$ cat config.mk
export PLATFORM = sky130hd
export DESIGN_NAME = data_memory_ctrl
export DESIGN_NICKNAME = d
export VERILOG_FILES = /design/src/rtl/data_memory_ctrl.sv
export SDC_FILE = /design/constraint.sdc
export NUM_CORES = 2
export LEC_CHECK = 0
export CAP_MARGIN = 20
export CORE_ASPECT_RATIO = 0.9
export CORE_MARGIN = 5
export CORE_UTILIZATION = 50
export DETAILED_ROUTE_END_ITERATION = 12
export MAX_ROUTING_LAYER = met4
export PLACE_DENSITY = 0.65
export SLEW_MARGIN = 30
export SYNTH_ARGS = -nofsm -noshare
export SYNTH_HDL_FRONTEND = slang
export SYNTH_SLANG_ARGS = --single-unit
$ cat constraint.sdc
create_clock -name clk -period 8.09 [get_ports clk]
set_input_delay 2.0225 -clock clk [delete_from_list [all_inputs] [get_ports clk]]
set_output_delay 2.0225 -clock clk [all_outputs]
set_load 0.005 [all_outputs]
$ cat src/rtl/data_memory_ctrl.sv
// Single-port data memory with request/response handshake, byte-lane strobes,
// one-cycle read latency and a word-per-cycle clear sequence after reset.
module data_memory_ctrl #(
  parameter  int DATA_W = 8,
  parameter  int ADDR_W = 8,
  localparam int BE_W   = DATA_W / 8
) (
  input  logic              clk,
  input  logic              rst,
  input  logic              req_valid,
  output logic              req_ready,
  input  logic              req_write,
  input  logic [ADDR_W-1:0] req_addr,
  input  logic [DATA_W-1:0] req_wdata,
  input  logic [BE_W-1:0]   req_be,
  output logic              rsp_valid,
  output logic [DATA_W-1:0] rsp_rdata,
  output logic              init_done
);

  localparam int DEPTH = 2 ** ADDR_W;
  localparam logic [ADDR_W:0] CLR_LAST = (ADDR_W + 1)'(DEPTH - 1);

  typedef enum logic {
    ST_CLEAR,
    ST_RUN
  } state_e;

  state_e            state_q, state_d;
  logic [ADDR_W:0]   clr_cnt_q, clr_cnt_d;
  logic              clr_we;
  logic              accept, wr_en, rd_en;
  logic              rsp_valid_q;
  logic [DATA_W-1:0] rsp_rdata_q;
  logic [DATA_W-1:0] mem [DEPTH];

  // NOTE: sequential state is updated with non-blocking assignments so every
  // register samples pre-edge values regardless of process ordering.
  always_ff @(posedge clk) begin
    if (rst) begin
      state_q   <= ST_CLEAR;
      clr_cnt_q <= '0;
    end else begin
      state_q   <= state_d;
      clr_cnt_q <= clr_cnt_d;
    end
  end

  // NOTE: every output of this block gets a default first, so no path leaves
  // a variable unassigned and no latch is inferred.
  always_comb begin
    state_d   = state_q;
    clr_cnt_d = clr_cnt_q;
    clr_we    = 1'b0;
    unique case (state_q)
      ST_CLEAR: begin
        clr_we    = 1'b1;
        clr_cnt_d = clr_cnt_q + (ADDR_W + 1)'(1);
        if (clr_cnt_q == CLR_LAST) state_d = ST_RUN;
      end
      ST_RUN: state_d = ST_RUN;
      default: state_d = ST_CLEAR;
    endcase
  end

  assign req_ready = (state_q == ST_RUN);
  assign init_done = (state_q == ST_RUN);
  assign accept    = req_valid && req_ready;
  assign wr_en     = accept && req_write;
  assign rd_en     = accept && !req_write;

  // NOTE: the array is deliberately not reset; the CLEAR walk zeroes it one
  // word per cycle, which keeps it mappable to plain storage.
  always_ff @(posedge clk) begin
    if (!rst) begin
      if (clr_we) begin
        mem[clr_cnt_q[ADDR_W-1:0]] <= '0;
      end else if (wr_en) begin
        for (int i = 0; i < BE_W; i++) begin
          if (req_be[i]) mem[req_addr][8*i +: 8] <= req_wdata[8*i +: 8];
        end
      end
    end
  end

  // Read data is held between reads; reset drops any in-flight response.
  always_ff @(posedge clk) begin
    if (rst) begin
      rsp_valid_q <= 1'b0;
      rsp_rdata_q <= '0;
    end else begin
      rsp_valid_q <= rd_en;
      if (rd_en) rsp_rdata_q <= mem[req_addr];
    end
  end

  assign rsp_valid = rsp_valid_q;
  assign rsp_rdata = rsp_rdata_q;

endmodule

Word level (Yosys, flattened, before mapping)
Memories as Yosys holds them, arrays and structs flattened. A register that Yosys moved wholly into a read port is not among the register bits.
Index checks and enable logic that the tools add are counted.
{"block": "word_totals", "n_memories": 1, "inputBits": 21, "regBits": 11, "ramBits": 2048, "elab_cells": 25}
{"block": "op_classes", "eq_ne": 1, "add_sub_neg": 1, "mux": 13, "reduce_logical": 5, "bitwise_logic": 1}
{"name": "mem", "depth": 256, "width": 8, "rd": 1, "rd_ports_with_merged_regs": 1, "wr": 1, "line_no": "35", "rtl": "logic [DATA_W-1:0] mem [DEPTH];"}
{"cell": "$mux W8", "count": 2}
{"cell": "$mux W1", "count": 10}
{"cell": "$add A9 B1 Y9 const B", "count": 1}
{"cell": "$eq A9 B8 Y1 const B", "count": 1}
{"cell": "$reduce_or A8 Y1", "count": 1}
{"cell": "$logic_and A1 B1 Y1", "count": 3}
{"cell": "$pmux W1 S2", "count": 1}
{"cell": "$logic_not A1 Y1", "count": 1}
{"cell": "$not A1 Y1", "count": 1}

Logic depth before layout (Yosys ltp)
{"block": "logic_depth", "word_depth": 8, "ltp_mapped": 12, "ltp_nobuf": 8}

Least setup slack after synthesis
OpenSTA, ideal clock, no wires.
{"block": "synth_timing", "path_kind": "input -> register", "from": "in req_valid", "to": "mem mem[0][0] (data pin)", "stages": 5, "setup_slack_ns": 1.094, "path_buffers": 2, "t_arrival_ns": 6.126, "t_required_ns": 7.221, "setup_ns": 0.869, "cell_sequence": "nand2_1 > nor3_1 > clkbuf_1 > clkbuf_1 > and2_1"}
{"block": "synth_via", "elab_chain_len": 8}
{"item": "start, declared", "line_no": "10", "rtl": "input logic req_valid,"}
{"item": "$logic_and A1 B1 Y1", "line_no": "68", "rtl": "assign accept = req_valid && req_ready;"}
{"item": "$logic_and A1 B1 Y1", "line_no": "69", "rtl": "assign wr_en = accept && req_write;"}
{"item": "$mux W1", "line_no": "78", "rtl": "end else if (wr_en) begin"}
{"item": "$mux W1", "line_no": "76", "rtl": "if (clr_we) begin"}
{"item": "$mux W1", "line_no": "75", "rtl": "if (!rst) begin"}
{"item": "$mux W1 (not written as such)", "line_no": "80", "rtl": "if (req_be[i]) mem[req_addr][8*i +: 8] <= req_wdata[8*i +: 8];"}
{"item": "$reduce_or A8 Y1 (no source line)"}
{"item": "$mux W8 (no source line)"}
{"item": "end, declared", "line_no": "35"}
No other way between the ends.

Worst setup path in the final report
{"block": "layout_timing", "from": "in rst", "to": "mem mem[78][2] (enable)"}
{"block": "layout_via", "elab_chain_len": 4, "word_cells_on_any_way": 7, "classes_between": "6 x mux; 1 x reduce/logical"}
{"item": "start, declared", "line_no": "9", "rtl": "input logic rst,"}
{"item": "$mux W1", "line_no": "75"}
{"item": "$mux W1 (not written as such)", "line_no": "80"}
{"item": "$reduce_or A8 Y1 (no source line)"}
{"item": "$mux W8 (no source line) or $mux W1 (tied branches)"}
Several ways; a longest one is shown, not always the timed one.

==> flow_summary.yaml <==
timing:
  hold_viol: 0
  finalCritPeriodShare: 0.6803
  setup_tns_ns: 0
  final.setup_skew_ns: 0.02687
  slew_headroom: 0.3176
  tightest_slew_ns: 1.024
  rsz0062_at_grt: "false"
  period_needed_ns: 5.503
  timing.fmax_mhz: 181.7
  setup_viol: 0
  finalMaxSlewViolations: 0
grt:
  grt_overflow: 0
  first_global_vias: 39550
  grt_pass1_wl_um: 290800
  antenna_found_initial: 4
  track_usage: 0.2453
  grt_max_degree: 153
clock_network:
  cts_tree: "done"
  clock-sinks: 2067
  ctsHtreeMaxLevel: 4
  cts.path.max_buffers: 3
  path_clk_slew_ns: 0.06
  post_cts_resized: 0
  cts-hold-fix-buffers: 0
  cts_buffers: 193
  clk_latency_ns: 0.83
  postCtsSetupBuffers: 0
  cts_root_buf: "clkbuf_16"
layout:
  drive_gt1_frac: 0.1854
  layout_commonest_cell: "edfxtp_1"
  filler_cell_count: 12070
  syn2layout_area_growth_pct: 10.79
  final_core_util: 0.5560
  final_cell_mix: "edfxtp_1, mux2i_1, mux4_2"
  fin_nets: 4128
floorplanning:
  core_sq_um: 161500
  dieArea_sq_um: 170300
  initial_core_util: 0.5018
  die_w_um: 434.4
  die_y_um: 391.9
  ios: 32
  fp-row-count: 140
detailed_routing:
  num_vias: 40520
  wl_um: 202500
  antenna_left: 0
  first_iter_violations: 4901
  drt_pre_antenna_iters: 5
  drc: 0
  drt-vias-per-instance: 6.337
  wl_per_cell_um: 31.66
flow_run:
  cap_violations: 0
yosys:
  ys_async_sr_fraction: 0
  synth_top_area_cell: "edfxtp_1"
  synthDistinctLibCells: 67
  postSynthCellCount: 4038
  yosys-top-cells-area: "edfxtp_1, mux4_2, mux2i_1"
  synth-seq-cells: 2067
  synthFlopType: "edfxtp_1"
  yosysSeqAreaShare: 0.7635
  synth_edf_count: 2048
  netlist_area_sq_um: 81050
  syn-num-nets: 4061
  synth_top_area_frac: 0.7588
  yosys_warnings: 0
  postSynthAreaPerCell_sq_um: 20.07
critical_path:
  crit_path_start_kind: "primary input"
  critPathMaxStageDelay_ns: 0.85
  reg2reg_slack_ns: 3.76
  timing.rr.end: "mem[78][2]"
  crit_buf_inv: 4
  path_delay_family: "simple AND/OR/NAND/NOR gates"
  arrival_ns: 5.93
  slowest_stage: "or3_1"
  rr_worst_depth: 8
  crit_fanout: 20
  end_kind: "flip-flop"
  critPathRequiredTime_ns: 8.52
  cp_common_cell: "buf_4"
  reg2reg_from: "init_done"
  cp_cell_sequence: "clkdlybuf4s50_1 -> buf_4 -> nor3_2 -> buf_4 -> a31oi_1 -> or3_1 -> buf_4 -> nor2_1"
  path_class: "in2reg"
min_path:
  hp-class: "reg2reg"
  min_delay_path_depth: 2
  min_to: "clr_cnt_q[8]"
  min-delay-start: "clr_cnt_q[8]"
power:
  comb_power_share: 0.029
  p_int_w: 0.01692
  power.net_switching_w: 0.004269
  pwr-share-clk: 0.424
  seqPwrFrac: 0.547
  ir_drop_mv: 0.2304
  leakagePower_nw: 32.85
  p_sw_frac: 0.2014
  p_per_area_nw_per_um2: 236.0
status:
  outcome: "finished clean"
place:
  hpwl_um: 121800
  io_buffers: 31
  routabilityCongestion: 0.8613
-- routing by layer --
layer  part of all wire  vias up  global-route usage
met5                  0        -                   -
met2               0.46     2068              0.3604
met4              0.034        0             0.07729
met3              0.091      332             0.04956
met1               0.42    21300              0.3510
li1                   -    16830                   -
-- area by class of cell --
cell class / count / area [sq um] / area share
tap: 2130 / 2665 / 0.02968
timing repair buffer: 125 / 1406 / 0.01566
antenna: 4 / 10.01 / 0.0001115
sequential: 2067 / 61880 / 0.6891
clock buffer: 235 / 5070 / 0.05646
inverter: 6 / 25.02 / 0.0002787
multi-input combinational: 1712 / 17600 / 0.1960
clock inverter: 115 / 1140 / 0.01269
-- synth_stat cells (18+ instances only) --
cell type     n
o22ai_1      50
clkbuf_1     83
dfxtp_1      19
buf_6        62
or3_1        19
and2_1       21
mux2i_1     350
a22oi_1     166
mux4_2      349
buf_2        52
a21oi_1      27
a221oi_1     18
o221ai_1     44
nand3_1      50
nand4_1      19
edfxtp_1   2048
buf_1        20
or2_2        19
o21ai_0      22
nand2_1      87
nor2_1      296
nor3_1       18
buf_4        27
-- worst max path at each step --
stage	start	endpoint	slack (ns)	cells after the start
2_1_floorplan	req_valid	mem[0][0]	1.09	5
3_3_place_gp	rst	mem[245][0]	1.70	8
3_5_place_dp	rst	mem[125][1]	1.79	8
4_1_cts	rst	mem[122][6]	2.66	8
5_1_grt	rst	mem[154][6]	2.55	6
6_report	rst	mem[78][2]	2.59	8
-- cells by family (layout without fill, tap and decap cells) --
family | Yosys count | count (layout) | share of synthesized area
buffers and inverters | 259 | 481 | 0.02117
flip-flops | 2067 | 2067 | 0.7635
AND/OR/NAND/NOR | 586 | 586 | 0.03379
multiplexers | 721 | 721 | 0.1447
other | 0 | 4 | 0
XOR/XNOR | 6 | 6 | 0.0006484
AO/OA/AOI/OAI | 397 | 397 | 0.03583
adder cells (fa/ha/maj) | 2 | 2 | 0.0003087
-- stage by stage --
step	cell area [sq um]	hold slack (ns)	worst slack (ns)	power (W)	std cells
2_1_floorplan	81050	0.4544	1.094	0.01225	4038
3_3_place_gp	83390	0.4635	1.703	0.01242	6032
3_5_place_dp	83490	0.4853	1.790	0.01243	6036
4_1_cts	89700	0.4981	2.665	0.02129	6386
5_1_grt	89790	0.5349	2.547	0.02177	6391
6_report	89790	0.4963	2.587	0.02119	6394
-- state kept, by name, summed over array words and instances, names as in the netlist --
| register | flops |
|---|---|
| rsp_rdata | 8 |
| rsp_valid | 1 |
| mem | 2048 |
| clr_cnt_q | 9 |
| init_done | 1 |
-- worst register-to-register path: cells and delay by family (launching register included) --
| family | cells | cell delay (ns) |
|---|---|---|
| buffers and inverters | 3 | 1.01 |
| flip-flops | 1 | 0.30 |
| AND/OR/NAND/NOR | 4 | 2.39 |
| AO/OA/AOI/OAI | 1 | 0.24 |
-- power by group through the flow --
stage / clock [W] / combinational (W) / sequential, W
floorplan: 0 / 0.000425 / 0.0118
CTS: 0.00909 / 0.000603 / 0.0116
global route: 0.00955 / 0.000633 / 0.0116
global placement: 0 / 0.000596 / 0.0118
detailed placement: 0 / 0.000602 / 0.0118
finish: 0.00899 / 0.000608 / 0.0116
Note: power is estimated with default switching activity, not from simulation.
